===== src/rtl/vedic_4x4_sequencer_if.sv =====
// Bus bundle for vedic_4x4_sequencer.
// Carries three streams and one digit-multiplier link:
//   s_a_*       operand A stream into the sequencer (4-bit)
//   s_b_*       operand B stream into the sequencer (4-bit)
//   mul_a_*     A digit issued to the external 2x2 multiplier (2-bit)
//   mul_b_*     B digit issued to the external 2x2 multiplier (2-bit)
//   mul_*       partial product returned by the multiplier (4-bit)
//   m_*         final 8-bit product out of the sequencer
// slave  : the sequencer's view.
// master : the environment's view (operand source, multiplier, result sink).
interface vedic_4x4_sequencer_if;
    logic [3:0] s_a_tdata;
    logic       s_a_tvalid;
    logic       s_a_tready;
    logic [3:0] s_b_tdata;
    logic       s_b_tvalid;
    logic       s_b_tready;
    logic [1:0] mul_a_tdata;
    logic       mul_a_tvalid;
    logic       mul_a_tready;
    logic [1:0] mul_b_tdata;
    logic       mul_b_tvalid;
    logic       mul_b_tready;
    logic [3:0] mul_result_tdata;
    logic       mul_tvalid;
    logic       mul_tready;
    logic [7:0] m_result_tdata;
    logic       m_tvalid;
    logic       m_tready;

    modport slave (
        input  s_a_tdata, s_a_tvalid, output s_a_tready,
        input  s_b_tdata, s_b_tvalid, output s_b_tready,
        output mul_a_tdata, mul_a_tvalid, input mul_a_tready,
        output mul_b_tdata, mul_b_tvalid, input mul_b_tready,
        input  mul_result_tdata, mul_tvalid, output mul_tready,
        output m_result_tdata, m_tvalid, input m_tready
    );

    modport master (
        output s_a_tdata, s_a_tvalid, input s_a_tready,
        output s_b_tdata, s_b_tvalid, input s_b_tready,
        input  mul_a_tdata, mul_a_tvalid, output mul_a_tready,
        input  mul_b_tdata, mul_b_tvalid, output mul_b_tready,
        output mul_result_tdata, mul_tvalid, input mul_tready,
        input  m_result_tdata, m_tvalid, output m_tready
    );
endinterface


===== src/rtl/vedic_4x4_sequencer.sv =====
// 4x4 unsigned multiplier sequencer using the Vedic digit decomposition.
// Captures A and B independently, then issues the four 2-bit digit pairs
// to an external 2x2 multiplier one at a time, accumulating each shifted
// partial product into an 8-bit result presented on the m_* stream.
// Ports:
//   clk     rising-edge clock
//   arst_n  asynchronous active-low reset
//   bus     vedic_4x4_sequencer_if.slave (operand, multiplier and result streams)
module vedic_4x4_sequencer (
    input  logic                        clk,
    input  logic                        arst_n,
    vedic_4x4_sequencer_if.slave        bus
);
    localparam int unsigned OP_W  = 4;
    localparam int unsigned DIG_W = 2;
    localparam int unsigned ACC_W = 8;
    localparam int unsigned IDX_W = 2;
    localparam int unsigned SH_W  = 3;

    typedef enum logic [1:0] {IDLE, ISSUE, WAIT, DONE} state_e;

    state_e             state_q, state_d;
    logic [IDX_W-1:0]   idx_q, idx_d;
    logic [ACC_W-1:0]   acc_q, acc_d;
    logic [OP_W-1:0]    a_q, a_d;
    logic [OP_W-1:0]    b_q, b_d;
    logic               s_a_tready_q, s_a_tready_d;
    logic               s_b_tready_q, s_b_tready_d;
    logic               mul_a_tvalid_q, mul_a_tvalid_d;
    logic               mul_b_tvalid_q, mul_b_tvalid_d;
    logic [DIG_W-1:0]   mul_a_tdata_q, mul_a_tdata_d;
    logic [DIG_W-1:0]   mul_b_tdata_q, mul_b_tdata_d;
    logic               mul_tready_q, mul_tready_d;
    logic               m_tvalid_q, m_tvalid_d;
    logic [ACC_W-1:0]   m_result_q, m_result_d;

    logic [SH_W-1:0]    shift_c;
    logic               load_digits_c;

    // Digit weight: idx0 -> 0, idx1/idx2 -> 2, idx3 -> 4.
    assign shift_c = {idx_q[1] & idx_q[0], idx_q[1] ^ idx_q[0], 1'b0};

    // State and output registers.
    always_ff @(posedge clk or negedge arst_n) begin
        if (!arst_n) begin
            state_q        <= IDLE;
            idx_q          <= '0;
            acc_q          <= '0;
            a_q            <= '0;
            b_q            <= '0;
            s_a_tready_q   <= 1'b1;
            s_b_tready_q   <= 1'b1;
            mul_a_tvalid_q <= 1'b0;
            mul_b_tvalid_q <= 1'b0;
            mul_a_tdata_q  <= '0;
            mul_b_tdata_q  <= '0;
            mul_tready_q   <= 1'b0;
            m_tvalid_q     <= 1'b0;
            m_result_q     <= '0;
        end else begin
            state_q        <= state_d;
            idx_q          <= idx_d;
            acc_q          <= acc_d;
            a_q            <= a_d;
            b_q            <= b_d;
            s_a_tready_q   <= s_a_tready_d;
            s_b_tready_q   <= s_b_tready_d;
            mul_a_tvalid_q <= mul_a_tvalid_d;
            mul_b_tvalid_q <= mul_b_tvalid_d;
            mul_a_tdata_q  <= mul_a_tdata_d;
            mul_b_tdata_q  <= mul_b_tdata_d;
            mul_tready_q   <= mul_tready_d;
            m_tvalid_q     <= m_tvalid_d;
            m_result_q     <= m_result_d;
        end
    end

    // Next-state and output logic.
    always_comb begin
        state_d        = state_q;
        idx_d          = idx_q;
        acc_d          = acc_q;
        a_d            = a_q;
        b_d            = b_q;
        s_a_tready_d   = s_a_tready_q;
        s_b_tready_d   = s_b_tready_q;
        mul_a_tvalid_d = mul_a_tvalid_q;
        mul_b_tvalid_d = mul_b_tvalid_q;
        mul_a_tdata_d  = mul_a_tdata_q;
        mul_b_tdata_d  = mul_b_tdata_q;
        mul_tready_d   = mul_tready_q;
        m_tvalid_d     = m_tvalid_q;
        m_result_d     = m_result_q;
        load_digits_c  = 1'b0;

        // Operands capture independently; a low tready means "operand held".
        if (bus.s_a_tvalid && s_a_tready_q) begin
            a_d          = bus.s_a_tdata;
            s_a_tready_d = 1'b0;
        end
        if (bus.s_b_tvalid && s_b_tready_q) begin
            b_d          = bus.s_b_tdata;
            s_b_tready_d = 1'b0;
        end

        case (state_q)
            IDLE: begin
                if (!s_a_tready_q && !s_b_tready_q) begin
                    state_d        = ISSUE;
                    idx_d          = '0;
                    acc_d          = '0;
                    mul_a_tvalid_d = 1'b1;
                    mul_b_tvalid_d = 1'b1;
                    load_digits_c  = 1'b1;
                end
            end
            ISSUE: begin
                // Each digit stream retires on its own handshake.
                if (bus.mul_a_tready) mul_a_tvalid_d = 1'b0;
                if (bus.mul_b_tready) mul_b_tvalid_d = 1'b0;
                if (!mul_a_tvalid_d && !mul_b_tvalid_d) begin
                    state_d      = WAIT;
                    mul_tready_d = 1'b1;
                end
            end
            WAIT: begin
                if (bus.mul_tvalid && mul_tready_q) begin
                    acc_d        = acc_q + (ACC_W'(bus.mul_result_tdata) << shift_c);
                    mul_tready_d = 1'b0;
                    if (idx_q != IDX_W'(3)) begin
                        idx_d          = idx_q + IDX_W'(1);
                        state_d        = ISSUE;
                        mul_a_tvalid_d = 1'b1;
                        mul_b_tvalid_d = 1'b1;
                        load_digits_c  = 1'b1;
                    end else begin
                        state_d    = DONE;
                        m_tvalid_d = 1'b1;
                        m_result_d = acc_d;
                    end
                end
            end
            DONE: begin
                if (bus.m_tready) begin
                    state_d      = IDLE;
                    m_tvalid_d   = 1'b0;
                    s_a_tready_d = 1'b1;
                    s_b_tready_d = 1'b1;
                end
            end
            default: state_d = IDLE;
        endcase

        // Digit pair for the index being entered: idx[1] picks A half, idx[0] picks B half.
        if (load_digits_c) begin
            mul_a_tdata_d = idx_d[1] ? a_q[3:2] : a_q[1:0];
            mul_b_tdata_d = idx_d[0] ? b_q[3:2] : b_q[1:0];
        end
    end

    assign bus.s_a_tready     = s_a_tready_q;
    assign bus.s_b_tready     = s_b_tready_q;
    assign bus.mul_a_tvalid   = mul_a_tvalid_q;
    assign bus.mul_b_tvalid   = mul_b_tvalid_q;
    assign bus.mul_a_tdata    = mul_a_tdata_q;
    assign bus.mul_b_tdata    = mul_b_tdata_q;
    assign bus.mul_tready     = mul_tready_q;
    assign bus.m_tvalid       = m_tvalid_q;
    assign bus.m_result_tdata = m_result_q;
endmodule

===== src/flat_wrapper.sv =====
// flat-port wrapper written by rule: the top's interface ports become plain ports
module vedic_4x4_sequencer_flat 
  (clk, arst_n, bus_s_a_tdata, bus_s_a_tvalid, bus_s_a_tready, bus_s_b_tdata, bus_s_b_tvalid, bus_s_b_tready, bus_mul_a_tdata, bus_mul_a_tvalid, bus_mul_a_tready, bus_mul_b_tdata, bus_mul_b_tvalid, bus_mul_b_tready, bus_mul_result_tdata, bus_mul_tvalid, bus_mul_tready, bus_m_result_tdata, bus_m_tvalid, bus_m_tready);
  vedic_4x4_sequencer_if bus_i ();
  input  logic clk;
  input  logic arst_n;
  input wire logic [$bits(bus_i.s_a_tdata)-1:0] bus_s_a_tdata;
  input wire logic [$bits(bus_i.s_a_tvalid)-1:0] bus_s_a_tvalid;
  output wire logic [$bits(bus_i.s_a_tready)-1:0] bus_s_a_tready;
  input wire logic [$bits(bus_i.s_b_tdata)-1:0] bus_s_b_tdata;
  input wire logic [$bits(bus_i.s_b_tvalid)-1:0] bus_s_b_tvalid;
  output wire logic [$bits(bus_i.s_b_tready)-1:0] bus_s_b_tready;
  output wire logic [$bits(bus_i.mul_a_tdata)-1:0] bus_mul_a_tdata;
  output wire logic [$bits(bus_i.mul_a_tvalid)-1:0] bus_mul_a_tvalid;
  input wire logic [$bits(bus_i.mul_a_tready)-1:0] bus_mul_a_tready;
  output wire logic [$bits(bus_i.mul_b_tdata)-1:0] bus_mul_b_tdata;
  output wire logic [$bits(bus_i.mul_b_tvalid)-1:0] bus_mul_b_tvalid;
  input wire logic [$bits(bus_i.mul_b_tready)-1:0] bus_mul_b_tready;
  input wire logic [$bits(bus_i.mul_result_tdata)-1:0] bus_mul_result_tdata;
  input wire logic [$bits(bus_i.mul_tvalid)-1:0] bus_mul_tvalid;
  output wire logic [$bits(bus_i.mul_tready)-1:0] bus_mul_tready;
  output wire logic [$bits(bus_i.m_result_tdata)-1:0] bus_m_result_tdata;
  output wire logic [$bits(bus_i.m_tvalid)-1:0] bus_m_tvalid;
  input wire logic [$bits(bus_i.m_tready)-1:0] bus_m_tready;
  assign bus_i.s_a_tdata = bus_s_a_tdata;
  assign bus_i.s_a_tvalid = bus_s_a_tvalid;
  assign bus_s_a_tready = bus_i.s_a_tready;
  assign bus_i.s_b_tdata = bus_s_b_tdata;
  assign bus_i.s_b_tvalid = bus_s_b_tvalid;
  assign bus_s_b_tready = bus_i.s_b_tready;
  assign bus_mul_a_tdata = bus_i.mul_a_tdata;
  assign bus_mul_a_tvalid = bus_i.mul_a_tvalid;
  assign bus_i.mul_a_tready = bus_mul_a_tready;
  assign bus_mul_b_tdata = bus_i.mul_b_tdata;
  assign bus_mul_b_tvalid = bus_i.mul_b_tvalid;
  assign bus_i.mul_b_tready = bus_mul_b_tready;
  assign bus_i.mul_result_tdata = bus_mul_result_tdata;
  assign bus_i.mul_tvalid = bus_mul_tvalid;
  assign bus_mul_tready = bus_i.mul_tready;
  assign bus_m_result_tdata = bus_i.m_result_tdata;
  assign bus_m_tvalid = bus_i.m_tvalid;
  assign bus_i.m_tready = bus_m_tready;
  vedic_4x4_sequencer u_core (.clk(clk), .arst_n(arst_n), .bus(bus_i));
endmodule

===== config.mk =====
export PLATFORM = sky130hd
export DESIGN_NAME = vedic_4x4_sequencer_flat
export DESIGN_NICKNAME = d
export VERILOG_FILES = /design/src/rtl/vedic_4x4_sequencer_if.sv /design/src/rtl/vedic_4x4_sequencer.sv /design/src/flat_wrapper.sv
export SDC_FILE = /design/constraint.sdc
export NUM_CORES = 1
export LEC_CHECK = 0
export CORE_UTILIZATION = 51
export CTS_CLUSTER_DIAMETER = 60
export CTS_CLUSTER_SIZE = 40
export DETAILED_ROUTE_END_ITERATION = 10
export HOLD_SLACK_MARGIN = 0.05
export PLACE_DENSITY_LB_ADDON = 0.3
export SLEW_MARGIN = 25
export SYNTH_ARGS = -nofsm -noshare
export SYNTH_HDL_FRONTEND = slang
export SYNTH_SLANG_ARGS = --single-unit

===== constraint.sdc =====
create_clock -name clk -period 3.6 [get_ports clk]
set_clock_uncertainty 0.2 [all_clocks]
set_input_delay 0.72 -clock clk [delete_from_list [all_inputs] [get_ports clk]]
set_output_delay 0.72 -clock clk [all_outputs]
set_load 0.02 [all_outputs]

After elaboration in Yosys (flattened, before gate mapping)
Cells that the tools add are included.
- bits of input ports: 20
- output and inout bits: 18
- bits in registers: 38
- muxes and demuxes: 41
- shifts and indexed selects: 1
- reduce and logical (&&, ||, !) cells: 20
- equality and inequality tests: 10
- bitwise operators: 3
- add/subtract/negate cells: 2
- operator list (kind ; count):
    2-to-1 mux 1 bit ; 21
    2-to-1 mux 2 bit ; 10
    2-to-1 mux 8 bit ; 2
    one-hot mux 8 bit (2 select lines) ; 1
    AND reduction 4 bit ; 3
    AND reduction 3 bit ; 3
    adder 8 bit ; 1
    inequality test 2 x 1 -> 1 bit (second input constant) ; 4
    one-hot mux 2 bit (4 select lines) ; 1
    left shift 4 x 3 -> 8 bit ; 1
    inequality test 2 bit (second input constant) ; 3
    one-hot mux 1 bit (2 select lines) ; 3
    one-hot mux 1 bit (3 select lines) ; 2
    nonzero test 2 bit ; 3
    logical AND 1 bit ; 5
    == test 2 bit (second input constant) ; 2
    logical NOT 1 bit ; 4
    one-hot mux 2 bit (2 select lines) ; 1
    nonzero test 3 bit ; 1
    adder 2 x 1 -> 2 bit (second input constant) ; 1
    == test 2 x 1 -> 1 bit (second input constant) ; 1
    logical NOT 2 bit ; 1
    AND 1 bit ; 1
    NOT 1 bit ; 1
    bitwise XOR 1 bit ; 1

Longest topological paths before layout
- word-level depth: 6
- depth in mapped cells: 10
- depth with buffers taken out: 10

Worst setup path before layout
OpenSTA, ideal clock, no wires.
- path kind: register -> register
- start point: reg u_core.idx_q[0]
- end point: reg u_core.m_result_q[7], in the netlist u_core.bus.m_result_tdata[7]
- library setup time: 125 ps
- stages on the path, launching flop included: 11
- setup slack: 801 ps
- data arrival time: 2475 ps
- period minus slack after synthesis: 2799 ps
- path through: dfrtp_1 > ha_1 > clkbuf_1 > and2b_1 > a22o_1 > ha_1 > a21o_1 > nand3_1 > and3b_1 > xnor3_1 > mux2_2
- word-level cells in the longest chain between the ends: 3
- ends and longest elaborated chain (item ; RTL line ; text):
    start, declared ; vedic_4x4_sequencer.sv:23 ; logic [IDX_W-1:0] idx_q, idx_d;
    start signal, assigned ; vedic_4x4_sequencer.sv:62 ; idx_q <= idx_d;
    bitwise XOR 1 bit, or another cell as far along ; vedic_4x4_sequencer.sv:41 ; assign shift_c = {idx_q[1] & idx_q[0], idx_q[1] ^ idx_q[0], 1'b0};
    left shift 4 x 3 -> 8 bit or NOT 1 bit (tied branches) ; -- ;
    adder 8 bit or AND reduction 3 bit (tied branches) ; -- ;
    end signal, assigned ; vedic_4x4_sequencer.sv:74 ; m_result_q <= m_result_d;
    end, declared ; vedic_4x4_sequencer.sv:35 ; logic [ACC_W-1:0] m_result_q, m_result_d;
Several ways; a longest one is shown, not always the timed one.
A chain may end at the register's enable or synchronous reset.

Final worst setup path
Same ends and word-level chain as after synthesis.

==> impl_metrics.tcl <==
set metrics [dict create \
    status "complete, no violations" \
    dieWidth_um 64.6 \
    setup_viol 0 \
    met1_length_um 1750 \
    clk_latency_ns 0.29 \
    critical_path.endpoint "u_core.bus.m_result_tdata[7]" \
    final_util_pct 67.1 \
    cts-resized-gates 0 \
    grt_max_degree 39 \
    tritoncts "yes" \
    rr_startpoint "u_core.idx_q[0]" \
    p_leak_nw 1.13 \
    syn_area_per_cell_um2 11.0 \
    die_y_um 64.6 \
    cts_setup_buffers 0 \
    critPathLaunch "u_core.idx_q[0]" \
    place_inst 263 \
    grt_setup_unrepaired "false" \
    firstDrtPassIters 5 \
    min_period_over_period_pct 83.7 \
    die-area_mm2 0.00418 \
    design.core.area_mm2 0.00372 \
    multi_input_area_um2 995 \
    final_cells 271 \
    overflow 0 \
    final_antenna_net_count 0 \
    initial_core_util_pct 53.8 \
    root_buffer "clkbuf_8" \
    fin_setup_tns_ns 0 \
    cts_hold_buffers 0 \
    start_kind "flop" \
    synth.yosys.warnings 0 \
    synth-simple-area-share_pct 11.4 \
    vias_per_cell 5.72 \
    crit_fanout 6 \
    tightestPinTransition_ns 0.831 \
    hpwl_um 3190 \
    wl_um 4290 \
    cap_violations 0 \
    slowest_stage "ha_1" \
    top_layer "met4" \
    clock_sinks 38 \
    syn_area_mm2 0.00200 \
    netlist_instances 182 \
    via_count 1549 \
    synth_xor_area_share_pct 3.75 \
    final_max_slew_viol_count 0 \
    pre_cts_ws_ns 0.357 \
    fill_cells 297 \
    cpPeakStageDelay_ns 0.42 \
    htree_levels 2 \
    final_area_mm2 0.00249 \
    wl_per_cell_um 15.8 \
    regArea_um2 953 \
    wl_met2_um 2260 \
    synthAdderAreaFrac_pct 7.25 \
    worstSetupEndpointType "flop" \
    numCtsBuffers 5 \
    placed_area_mm2 0.00240 \
    slew_headroom_pct 44.6 \
    cp_data_arrival_time_ns 3.00 \
    fmax_mhz 332 \
    antenna_found_initial 0 \
    synth_seq_cells 38 \
    n_antenna_cell 0 \
    final_cell_mix "clkdlybuf4s50_1, dfrtp_1, nand2_1" \
    grt_pass1_vias 1587 \
    period_needed_ns 3.01 \
    synth_edf_count 0 \
    layout-drive-gt1-share_pct 14.3 \
    cts.reportedPaths.clkPinSlew_ns 0.07 \
    port_buffers 37 \
    drc 0 \
    reg2reg_depth 10 \
    wl_met3_um 220 \
    yosys.cell_types.count 40 \
    synth_top_family_by_area "compound AO/OA/AOI/OAI gates" \
    regToRegSetupSlack_ns 0.59 \
    drtIter0Drc 115 \
    seq_area_frac_synth_pct 47.7 \
    synthToLayoutAreaGrowth_pct 24.7 \
    async_flop_share_pct 100 \
    place_congestion 0.921 \
    power.density_mw_per_mm2 793 \
    pin_count 38 \
    grt_first_pass_wirelength_um 7270 \
    finalHoldViolCount 0 \
    synth_nets 213 \
    hold_path.class "reg2reg" \
    track_usage_pct 23.3 \
    cp.required_ns 3.58 \
    cts.path.max_buffers 2 \
    path_cells "inv_1 -> ha_1 -> mux2i_1 -> nor2_1 -> ha_1 -> a21oi_1 -> a21oi_1 -> and3b_1 -> xnor3_1 -> mux2_2" \
    criticalPathCategory "reg2reg" \
    r2r_end "u_core.bus.m_result_tdata[7]" \
    max-vdd-ir-drop_uv 505 \
    final_nets 253 \
    setup_ws_ns 0.587 \
    rows 22 \
    synth.mux.area_fraction_pct 12.0 \
    synth_compound_area_share_pct 15.3 \
    synthFlopType "dfrtp_1" \
]
## registers in the layout, summed over array words and instances (netlist names)
name	count
u_core.a_q	4
u_core.bus.mul_a_tvalid	1
u_core.bus.m_tvalid	1
u_core.acc_q	8
u_core.bus.s_a_tready	1
u_core.idx_q	2
u_core.bus.mul_tready	1
u_core.bus.m_result_tdata	8
u_core.state_q	2
u_core.bus.mul_b_tdata	2
u_core.b_q	4
u_core.bus.mul_a_tdata	2
u_core.bus.mul_b_tvalid	1
u_core.bus.s_b_tready	1
## synthesized netlist by cell type, drive strengths merged, types with 6 or more instances
cell	n	area (um^2)
ha	10	125
nand2	18	70.1
a21oi	13	76.3
nand3	6	30.0
a21o	6	45.0
inv	8	30.0
dfrtp	36	901
nor2	9	36.3
o21ai	13	65.1
a22o	6	52.6
mux2	16	180
mux2i	6	60.1
## area by class of cell
cell class              instances  share of cell area, %
multi-input cells             132                   39.9
clock buffers                   7                   3.46
repair buffers                 37                   14.6
inverters                       8                   1.20
flip-flops and latches         38                   38.2
clock inverters                 1                  0.201
well taps                      48                   2.41
## through the flow
step	total power, W	hold WS (ns)
after CTS	0.00198	0.302
after global placement	0.00163	0.266
after detailed placement	0.00168	0.291
after floorplan	0.00137	0.224
after global routing	0.00211	0.324
final	0.00198	0.300
## critical path, delay by kind of cell, from the launching register on
family	cells	cell delay [ns]
muxes	2	0.54
xor gates and xnor gates	1	0.23
and+or+nand+nor	2	0.37
adders and majority gates	2	0.79
AOI/OAI and AO/OA	2	0.31
buffers and inverters	1	0.06
DFF	1	0.40
## cells by family after synthesis
kind of cell             Yosys count
AO/OA/AOI/OAI                     46
AND/OR/NAND/NOR                   46
flip-flops                        38
multiplexers                      22
buffers and inverters             12
adder cells (fa/ha/maj)           11
XOR/XNOR                           7
## power by group
group,switching [W],leakage (nW),internal (W)
registers,0.000143,0.476,0.000592
clock network,0.000146,0.0482,0.000154
logic,0.000512,0.602,0.000430
## worst min-delay path by stage
stage | cells after the start | endpoint | slack, ns | start
floorplan | 0 | u_core.a_q[0] | 0.22 | arst_n
global route | 1 | u_core.bus.m_result_tdata[3] | 0.32 | u_core.bus.m_result_tdata[3]
finish | 2 | u_core.bus.s_b_tready | 0.30 | u_core.bus.s_b_tready
CTS | 2 | u_core.bus.s_b_tready | 0.30 | u_core.bus.s_b_tready
detailed placement | 2 | u_core.bus.s_b_tready | 0.29 | u_core.bus.s_b_tready
global placement | 2 | u_core.bus.m_result_tdata[2] | 0.27 | u_core.bus.m_result_tdata[2]
## layer usage
layer	vias to the layer above	global-route usage [%]
met2	48	41.2
met3	5	6.51
met5	-	0
li1	731	-
met4	0	8.33
met1	765	26.6
Note: power is estimated with default switching activity, not from simulation.
